<file path="src/rtl/gcd_driver_if.sv">
// Valid/ready request and result channel between the self-test driver and the GCD accelerator.
interface gcd_driver_if #(
  parameter int W = 16
);
  logic           gcd_in_valid;
  logic [2*W-1:0] gcd_in_data;
  logic           gcd_in_ready;
  logic           gcd_out_valid;
  logic [W-1:0]   gcd_out_data;

  // The driver issues requests and consumes results.
  modport master (
    output gcd_in_valid, gcd_in_data,
    input  gcd_in_ready, gcd_out_valid, gcd_out_data
  );

  // The accelerator accepts requests and produces results.
  modport slave (
    input  gcd_in_valid, gcd_in_data,
    output gcd_in_ready, gcd_out_valid, gcd_out_data
  );
endinterface

</file>
<file path="src/rtl/gcd_driver.sv">
// GCD self-test driver: buffers operand/expected triples, issues them one at a time
// and scores each result against its expected value.
//
// state | meaning
// IDLE  | buffer may be loaded; waiting for start
// ISSUE | request for vector rd_ptr is presented on gcd_in_*
// WAIT  | request accepted; waiting for the result or a timeout
// DONE  | run finished; counts held until start (replay) or clear
module gcd_driver #(
  parameter int W       = 16,
  parameter int DEPTH   = 8,
  parameter int TIMEOUT = 1024,
  localparam int CW     = $clog2(DEPTH) + 1
) (
  input  logic          clk,
  input  logic          rst,
  input  logic          load_valid,
  output logic          load_ready,
  input  logic [W-1:0]  load_a,
  input  logic [W-1:0]  load_b,
  input  logic [W-1:0]  load_exp,
  input  logic          start,
  input  logic          clear,
  output logic          busy,
  output logic          done,
  output logic [CW-1:0] pass_count,
  output logic [CW-1:0] fail_count,
  output logic          timeout,
  output logic [W-1:0]  last_result,
  gcd_driver_if.master  gcd
);

  localparam int PW = (DEPTH > 1) ? $clog2(DEPTH) : 1;
  localparam int TW = (TIMEOUT > 1) ? $clog2(TIMEOUT) : 1;

  typedef enum logic [1:0] {IDLE, ISSUE, WAIT, DONE} state_t;

  state_t         state;
  logic [PW-1:0]  wr_ptr;
  logic [PW-1:0]  rd_ptr;
  logic [CW-1:0]  count;
  logic [TW-1:0]  timer;

  logic [W-1:0]   a_mem [DEPTH];
  logic [W-1:0]   b_mem [DEPTH];
  logic [W-1:0]   e_mem [DEPTH];

  logic           load_fire;
  logic [CW-1:0]  cnt_eff;
  logic [PW-1:0]  rd_next;
  logic           last_vec;
  logic           timer_end;
  logic           wait_end;
  logic [2*W-1:0] first_data;
  logic [2*W-1:0] next_data;

  assign load_ready = (state == IDLE) && (count < CW'(DEPTH));
  assign load_fire  = load_valid && load_ready;
  // A load coinciding with start belongs to the run being started.
  assign cnt_eff    = count + CW'(load_fire);
  assign rd_next    = rd_ptr + PW'(1);
  assign last_vec   = (CW'(rd_ptr) == count - CW'(1));
  assign timer_end  = (timer == TW'(TIMEOUT - 1));
  assign wait_end   = gcd.gcd_out_valid || timer_end;
  // Vector 0 may be written on the same edge the run starts, so bypass the RAM then.
  assign first_data = (load_fire && (wr_ptr == '0)) ? {load_a, load_b} : {a_mem[0], b_mem[0]};
  assign next_data  = {a_mem[rd_next], b_mem[rd_next]};

  // Vector buffer write port; contents are deliberately not reset.
  always_ff @(posedge clk) begin
    if (load_fire) begin
      a_mem[wr_ptr] <= load_a;
      b_mem[wr_ptr] <= load_b;
      e_mem[wr_ptr] <= load_exp;
    end
  end

  // Sequencer, scoreboard and registered outputs.
  always_ff @(posedge clk or posedge rst) begin
    if (rst) begin
      state            <= IDLE;
      count            <= '0;
      wr_ptr           <= '0;
      rd_ptr           <= '0;
      pass_count       <= '0;
      fail_count       <= '0;
      timer            <= '0;
      timeout          <= 1'b0;
      last_result      <= '0;
      busy             <= 1'b0;
      done             <= 1'b0;
      gcd.gcd_in_valid <= 1'b0;
      gcd.gcd_in_data  <= '0;
    end else begin
      case (state)
        IDLE, DONE: begin
          if (clear) begin
            count  <= '0;
            wr_ptr <= '0;
            done   <= 1'b0;
            state  <= IDLE;
          end else begin
            if (load_fire) begin
              wr_ptr <= wr_ptr + PW'(1);
              count  <= count + CW'(1);
            end
            if (start) begin
              rd_ptr     <= '0;
              pass_count <= '0;
              fail_count <= '0;
              timeout    <= 1'b0;
              if (cnt_eff != '0) begin
                state            <= ISSUE;
                busy             <= 1'b1;
                done             <= 1'b0;
                gcd.gcd_in_valid <= 1'b1;
                gcd.gcd_in_data  <= first_data;
              end else begin
                state <= DONE;
                done  <= 1'b1;
              end
            end
          end
        end
        ISSUE: begin
          if (gcd.gcd_in_ready) begin
            gcd.gcd_in_valid <= 1'b0;
            timer            <= '0;
            state            <= WAIT;
          end
        end
        WAIT: begin
          if (gcd.gcd_out_valid) begin
            last_result <= gcd.gcd_out_data;
            if (gcd.gcd_out_data == e_mem[rd_ptr]) pass_count <= pass_count + CW'(1);
            else                                   fail_count <= fail_count + CW'(1);
          end else if (timer_end) begin
            fail_count <= fail_count + CW'(1);
            timeout    <= 1'b1;
          end else begin
            timer <= timer + TW'(1);
          end
          if (wait_end) begin
            if (last_vec) begin
              state <= DONE;
              busy  <= 1'b0;
              done  <= 1'b1;
            end else begin
              rd_ptr           <= rd_next;
              state            <= ISSUE;
              gcd.gcd_in_valid <= 1'b1;
              gcd.gcd_in_data  <= next_data;
            end
          end
        end
        default: state <= IDLE;
      endcase
    end
  end

endmodule

</file>
<file path="src/flat_wrapper.sv">
// flat-port wrapper written by rule: the top's interface ports become plain ports
module gcd_driver_flat 
#(
  parameter int W       = 16,
  parameter int DEPTH   = 8,
  parameter int TIMEOUT = 1024,
  localparam int CW     = $clog2(DEPTH) + 1
)
  (clk, rst, load_valid, load_ready, load_a, load_b, load_exp, start, clear, busy, done, pass_count, fail_count, timeout, last_result, gcd_gcd_in_valid, gcd_gcd_in_data, gcd_gcd_in_ready, gcd_gcd_out_valid, gcd_gcd_out_data);
  gcd_driver_if #(.W(W)) gcd_i ();
  input  logic clk;
  input  logic rst;
  input  logic load_valid;
  output logic load_ready;
  input  logic [W-1:0] load_a;
  input  logic [W-1:0] load_b;
  input  logic [W-1:0] load_exp;
  input  logic start;
  input  logic clear;
  output logic busy;
  output logic done;
  output logic [CW-1:0] pass_count;
  output logic [CW-1:0] fail_count;
  output logic timeout;
  output logic [W-1:0] last_result;
  output wire logic [$bits(gcd_i.gcd_in_valid)-1:0] gcd_gcd_in_valid;
  output wire logic [$bits(gcd_i.gcd_in_data)-1:0] gcd_gcd_in_data;
  input wire logic [$bits(gcd_i.gcd_in_ready)-1:0] gcd_gcd_in_ready;
  input wire logic [$bits(gcd_i.gcd_out_valid)-1:0] gcd_gcd_out_valid;
  input wire logic [$bits(gcd_i.gcd_out_data)-1:0] gcd_gcd_out_data;
  assign gcd_gcd_in_valid = gcd_i.gcd_in_valid;
  assign gcd_gcd_in_data = gcd_i.gcd_in_data;
  assign gcd_i.gcd_in_ready = gcd_gcd_in_ready;
  assign gcd_i.gcd_out_valid = gcd_gcd_out_valid;
  assign gcd_i.gcd_out_data = gcd_gcd_out_data;
  gcd_driver #(.W(W), .DEPTH(DEPTH), .TIMEOUT(TIMEOUT)) u_core (.clk(clk), .rst(rst), .load_valid(load_valid), .load_ready(load_ready), .load_a(load_a), .load_b(load_b), .load_exp(load_exp), .start(start), .clear(clear), .busy(busy), .done(done), .pass_count(pass_count), .fail_count(fail_count), .timeout(timeout), .last_result(last_result), .gcd(gcd_i));
endmodule
</file>
<file path="config.mk">
export PLATFORM = sky130hd
export DESIGN_NAME = gcd_driver_flat
export DESIGN_NICKNAME = d
export VERILOG_FILES = /design/src/rtl/gcd_driver_if.sv /design/src/rtl/gcd_driver.sv /design/src/flat_wrapper.sv
export SDC_FILE = /design/constraint.sdc
export NUM_CORES = 1
export LEC_CHECK = 0
export CAP_MARGIN = 5
export CORE_UTILIZATION = 59
export DETAILED_ROUTE_END_ITERATION = 10
export HOLD_SLACK_MARGIN = 0.12
export PLACE_DENSITY_LB_ADDON = 0.08
export SYNTH_ARGS = -nofsm -noshare
export SYNTH_HDL_FRONTEND = slang
export SYNTH_SLANG_ARGS = --single-unit
export TNS_END_PERCENT = 30
</file>
<file path="constraint.sdc">
create_clock -name clk -period 7.6 [get_ports clk]
set_input_delay 0.76 -clock clk [delete_from_list [all_inputs] [get_ports clk]]
set_output_delay 0.76 -clock clk [all_outputs]
set_load 0.02 [all_outputs]
</file>
==> metrics.yaml, run 1 <==
placed_design:
  numPortBuffers: 131
  dp.cells: 1595
  dpl.hpwl_mm: 20.7
  gp_congestion: 0.792
sta:
  worst_pin_slew_ps: 995
  rsz0062_at_grt: "no"
  fin_crit_ps: 4130
  period_share: 0.543
  tns_ps: 0
  slew_violations: 0
  maxSlewHeadroom: 0.337
  fmaxAchievable_mhz: 242
  skew_ps: 17.3
  hold_violations: 0
  setup_viol: 0
yosys:
  synthArstFlopShare: 0.176
  synth_fp_nets: 1185
  synth_top_area_frac: 0.607
  syn_area_per_cell_um2: 17.2
  synthFlopType: "edfxtp_1"
  synthTopCellsByArea: "edfxtp_1, mux4_2, dfrtp_1"
  synth_top_area_cell: "edfxtp_1"
  synth-edff-count: 384
  synth_area_um2: 19000
  ys_seq_elements: 466
  ys_types: 54
  seq_area_frac_synth: 0.715
  synth_cells: 1101
  yosys_warnings: 0
detailed_routing:
  vias: 10200
  firstDrtPassIters: 5
  drtIter0Drc: 843
  antenna_left: 0
  drt_wl_total_mm: 38.4
  drc_errors: 0
  via_per_inst: 6.04
  wl_per_cell_um: 22.8
power:
  power.density_nw_per_um2: 347
  peakVddDrop_uv: 258
  p_leak_nw: 7.54
cts:
  cts.repair.resized: 0
  cts_buffers: 47
  cts-root-buf: "clkbuf_16"
  clkLatencyLatePin_ps: 560
  clock-sinks: 466
  ctsHoldBuffers: 0
  htree_num_levels: 2
  cts_tree: "done"
  clk_pin_slew_ps: 60
  post_cts_buffers: 0
  clk_path_buf_depth: 3
die:
  fp.dieW_um: 181
  dieArea_um2: 32900
  core_area_um2: 31600
  ios: 132
  rows: 65
  initial_core_util: 0.600
  die_h_um: 181
final_layout:
  synthToLayoutAreaGrowth_pct: 18.0
  final_cells: 1685
  nets: 1326
  drive_gt1_frac: 0.202
worst_setup_path:
  worstPathMaxFanout: 34
  cpPeakStageDelay_ps: 870
  critical_path_arrival_ps: 4560
  worst_r2r_startpoint: "u_core.rd_ptr[0]$_DFFE_PP0P_"
  cp.required_ps: 8030
  crit_slowest_cell: "dfrtp_4"
  path_cells: "buf_4, mux4_2, mux2i_1, xor2_1, nand4_1, nor4_4, a31oi_1, mux2_2"
  critPathCaptureType: "flip-flop"
  cp-start-kind: "flip-flop"
  path_class: "flip-flop to flip-flop"
  crit_start: "u_core.rd_ptr[0]$_DFFE_PP0P_"
run:
  maxCapViolCount: 0
outcome:
  status: "complete, no violations"
global_routing:
  grt_usage: 0.245
  grt_pass1_wl_mm: 60.6
  grt_start_max_net_pins: 87
  grt-ovfl-total: 0
  antenna_found_initial: 3
  grt_pass1_vias: 10500
min_path:
  worstHoldStart: "u_core.gcd.gcd_in_data[19]$_DFFE_PP0P_"
  min_path_type: "flip-flop to flip-flop"
final cells by class:
cell class / instances / area, um2
diodes: 3 / 7.51
clock buffers: 70 / 1380
clock inverters: 17 / 231
fillers: 1977 / 9240
inverters: 15 / 57.6
multi-input cells: 562 / 5180
flip-flops and latches: 466 / 13600
well taps: 402 / 503
repair buffers: 150 / 1450
sequential cells by signal, indices dropped and copies added (netlist names), 2 cells and up:
| signal | cells |
|---|---|
| u_core.count | 4 |
| u_core.fail_count | 4 |
| u_core.a_mem | 128 |
| u_core.last_result | 16 |
| u_core.rd_ptr | 3 |
| u_core.e_mem | 128 |
| u_core.wr_ptr | 3 |
| u_core.state | 2 |
| u_core.timer | 10 |
| u_core.b_mem | 128 |
| u_core.pass_count | 4 |
| u_core.gcd.gcd_in_data | 32 |
routing by layer:
metal	GRT usage	share of wire	wire, um	vias up
li1	-	-	-	4594
met1	0.349	0.43	16700	5213
met2	0.394	0.49	18800	314
met3	0.0461	0.061	2330	49
met4	0.0647	0.016	614	0
met5	0	0	0	-
synth_stat cells, types with 8 or more instances:
| library cell | count |
|---|---|
| clkbuf_1 | 41 |
| edfxtp_1 | 384 |
| mux4_2 | 96 |
| nor3_1 | 12 |
| buf_1 | 8 |
| a21oi_1 | 12 |
| ha_1 | 13 |
| nor2_1 | 19 |
| mux2i_1 | 19 |
| nand4_1 | 8 |
| xor2_1 | 23 |
| mux2_2 | 49 |
| o21ai_0 | 84 |
| inv_1 | 14 |
| nand2_1 | 120 |
| nand3_1 | 44 |
| dfrtp_1 | 82 |
cells by family after synthesis:
logic type,after synthesis,share of synthesized area
DFF,466,0.715
and+or+nand+nor,236,0.0580
AOI/OAI and AO/OA,123,0.0366
buffers and inverters,73,0.0165
muxes,164,0.153
adders and majority gates,13,0.00857
xor gates and xnor gates,26,0.0120
worst max-delay path: cells and delay by family, from the launching register on:
kind | cells | cell delay (ps)
multiplexers | 3 | 1130
AND/OR/NAND/NOR | 2 | 890
buffers and inverters | 1 | 660
AO/OA/AOI/OAI | 1 | 230
flip-flops | 1 | 870
XOR/XNOR | 1 | 170
where the power goes:
| group | leakage, nW | internal, mW | total, mW | switching (mW) |
|---|---|---|---|---|
| sequential | 4.50 | 3.06 | 3.24 | 0.180 |
| combinational | 2.27 | 0.978 | 2.17 | 1.19 |
| clock | 0.777 | 1.43 | 2.37 | 0.939 |
| total | 7.54 | 5.47 | 7.78 | 2.31 |
through the flow:
step / hold slack, ps / util / total power, mW / setup WS (ps) / instance area (um2)
after floorplan: 478 / - / 4.74 / 1190 / 19000
after global placement: 461 / 0.657 / 5.44 / 3470 / 20800
after detailed placement: 469 / 0.657 / 5.48 / 3370 / 20800
after CTS: 482 / 0.708 / 7.84 / 3380 / 22400
after global routing: 495 / 0.708 / 8.16 / 3070 / 22400
final: 476 / 0.708 / 7.78 / 3470 / 22400
cells in the final DEF, fill, tap and decap left out, types with 13 or more instances in the layout:
cell type        netlist  routed
dfrtp_1               82      81
nor2_1                19      16
buf_4                  0      19
clkbuf_16              0      48
edfxtp_1             384     384
inv_1                 14      13
nand2_1              120     120
clkdlybuf4s50_1        0     131
o21ai_0               84      84
mux4_2                96      96
mux2i_1               19      19
nand3_1               44      44
xor2_1                23      22
mux2_2                49      49
path summary, 6_finish.rpt:
| path | to | slack (ps) | depth (start not counted) |
|---|---|---|---|
| max in group asynchronous | u_core.rd_ptr[0]$_DFFE_PP0P_ | 5850 | 3 |
| max | u_core.fail_count[0]$_DFFE_PP0P_ | 3470 | 8 |
| min reg2reg | u_core.gcd.gcd_in_data[19]$_DFFE_PP0P_ | 480 | 2 |
| max reg2reg | u_core.fail_count[0]$_DFFE_PP0P_ | 3470 | 8 |
| min | u_core.gcd.gcd_in_data[19]$_DFFE_PP0P_ | 480 | 2 |
| min in group asynchronous | u_core.wr_ptr[0]$_DFFE_PP0P_ | 540 | 2 |
Note: power is estimated with default switching activity, not from simulation.
==> run 2, diff against run 1 <==
Clock period 7.6 ns to 4.1 ns, I/O delays scaled along.
==> run 2 against run 1 <==
Worst hold slack worse by 100 ps. Global-route usage up 1.0 points. Via count up 2.0%. Clock power up 77%. Flip-flop and latch count unchanged. Routed wire length up 5.0%. Non-clock buffer count up 10. Core utilization up 0.38 points. Register-to-register slack worse by 2700 ps. Cell area up 0.53%. Clock skew up 11 ps. Critical path type unchanged. Largest cell class unchanged. Largest power group unchanged. Highest routed layer unchanged.
==> metrics.yaml, run 2 (synthesized netlist as in run 1, its figures left out) <==
detailed_routing:
  drc_errors: 0  # unchanged
  vias: 10400  # +2.0%
  drt_wl_total_mm: 40.4  # +5.0%
  via_per_inst: 6.14  # +1.7%
  wl_per_cell_um: 23.9  # +4.7%
  drtIter0Drc: 962  # +14%
  antenna_left: 0  # unchanged
  firstDrtPassIters: 5  # unchanged
placed_design:
  dpl.hpwl_mm: 21.6  # +4.4%
  gp_congestion: 0.801  # +1.1%
  numPortBuffers: 131  # unchanged
global_routing:
  grt_start_max_net_pins: 67  # -23%
  grt_pass1_wl_mm: 62.7  # +3.4%
  grt_usage: 0.255  # +0.0100
  grt_pass1_vias: 10700  # +2.1%
  antenna_found_initial: 1  # -2
  grt-ovfl-total: 0  # unchanged
worst_setup_path:
  cp-start-kind: "flip-flop"
  critPathCaptureType: "flip-flop"
  worstPathMaxFanout: 26  # -24%
  cp.required_ps: 4560  # -3470 ps
  critical_path_arrival_ps: 3740  # -820 ps
  path_class: "flip-flop to flip-flop"
  reg2reg_slack_ps: 820  # -2650 ps
power:
  power.density_nw_per_um2: 641  # +85%
  peakVddDrop_uv: 459  # +78%
  power.switching_mw: 4.39  # +90%
  p_int_mw: 10.1  # +84%
  switching_share: 0.304  # +0.00696
  p_clk_frac: 0.290  # -0.015
  p_comb_frac: 0.294  # +0.015
  p_leak_nw: 7.58  # +0.52%
  power_frac_seq: 0.416  # about the same
final_layout:
  mostFrequentLayoutCells: "edfxtp_1, clkdlybuf4s50_1, nand2_1, mux4_2, o21ai_0"
  final_common_cell: "edfxtp_1"
  biggestRegsByFlops: "u_core.a_mem: 128 flops, u_core.b_mem: 128 flops, u_core.e_mem: 128 flops"
  drive_gt1_frac: 0.205  # +0.00357
  nets: 1334  # +0.60%
  synthToLayoutAreaGrowth_pct: 18.6
min_path:
  min_path_type: "primary input to asynchronous set/reset pin"
cts:
  clk_pin_slew_ps: 60  # about the same
  cts.repair.resized: 0  # unchanged
  post_cts_buffers: 0  # unchanged
  ctsHoldBuffers: 0  # unchanged
  cts_tree: "done"
  clkLatencyLatePin_ps: 560  # about the same
  clock-sinks: 466  # unchanged
  cts-root-buf: "clkbuf_16"
  htree_num_levels: 2  # unchanged
  cts_buffers: 45  # -4.3%
  clk_path_buf_depth: 3  # unchanged
sta:
  hold_violations: 0  # unchanged
  fin_hold_ws_ps: 373  # -103 ps
  slew_violations: 0  # unchanged
  worst_pin_slew_ps: 1060  # +61.9 ps
  fmaxAchievable_mhz: 305  # +26%
  tns_ps: 0  # unchanged
  period_share: 0.800  # +0.257
  setup_viol: 0  # unchanged
  maxSlewHeadroom: 0.295  # -0.0413
  rsz0062_at_grt: "no"
  skew_ps: 28.7  # +11.4 ps
  fin_crit_ps: 3280  # -849 ps
die:
  rows: 65  # unchanged
  initial_core_util: 0.600  # unchanged
  die_h_um: 181  # unchanged
  ios: 132  # unchanged
  core_area_um2: 31600  # unchanged
  dieArea_um2: 32900  # unchanged
  fp.dieW_um: 181  # unchanged
outcome:
  status: "complete, no violations"
run:
  maxCapViolCount: 0  # unchanged
==> run 2: path summary, 6_finish.rpt <==
check | cells after the start | end | startpoint
max | 8 | u_core.pass_count[1]$_DFFE_PP0P_ | u_core.rd_ptr[0]$_DFFE_PP0P_
min | 2 | u_core.gcd.gcd_in_valid$_DFFE_PP0P_ | rst
max reg2reg | 8 | u_core.pass_count[1]$_DFFE_PP0P_ | u_core.rd_ptr[0]$_DFFE_PP0P_
min reg2reg | 2 | u_core.gcd.gcd_in_data[17]$_DFFE_PP0P_ | u_core.gcd.gcd_in_data[17]$_DFFE_PP0P_
max in group asynchronous | 3 | u_core.gcd.gcd_in_data[15]$_DFFE_PP0P_ | rst
min in group clk | 2 | u_core.gcd.gcd_in_data[17]$_DFFE_PP0P_ | u_core.gcd.gcd_in_data[17]$_DFFE_PP0P_
==> run 2: final cells by class <==
class	instances	area (um2)
timing repair buffer	160	1670
antenna	1	2.50
sequential	466	13600
clock buffer	53	1190
tap	402	503
inverter	15	57.6
multi-input combinational	562	5190
fill	2031	9120
clock inverter	31	325
==> run 2: power by group through the flow <==
stage               Clock, mW  Sequential, mW  Combinational (mW)
global placement            0            6.08                4.18
global route             4.44            6.06                4.60
detailed placement          0            6.09                4.26
floorplan                   0            6.31                2.47
finish                   4.19            6.01                4.24
CTS                      4.27            6.01                4.28
==> run 2: critical path: stages (launching register included) <==
cell,delay [ps]
dfrtp_4,530
buf_12,270
mux4_2,540
mux2i_1,170
xor2_1,190
nand4_1,300
or4_4,600
or4b_4,490
o211ai_2,80
==> run 2: routing by layer <==
layer | vias to the layer above | global-route usage | routed length [um]
met1 | 5383 | 0.359 | 17300
met2 | 310 | 0.419 | 19800
met3 | 65 | 0.0407 | 2390
li1 | 4620 | - | -
met5 | - | 0 | 0
met4 | 0 | 0.0692 | 850
==> run 2: stage by stage <==
stage | instance area (um2) | setup WS [ps] | util | cells | total power, mW
final | 22500 | 821 | 0.712 | 1690 | 14.4
after global routing | 22500 | 606 | 0.712 | 1689 | 15.1
after CTS | 22500 | 785 | 0.712 | 1689 | 14.6
after detailed placement | 21000 | 809 | 0.664 | 1605 | 10.4
after global placement | 21000 | 863 | 0.664 | 1605 | 10.3
after floorplan | 19000 | -1020 | - | 1101 | 8.78
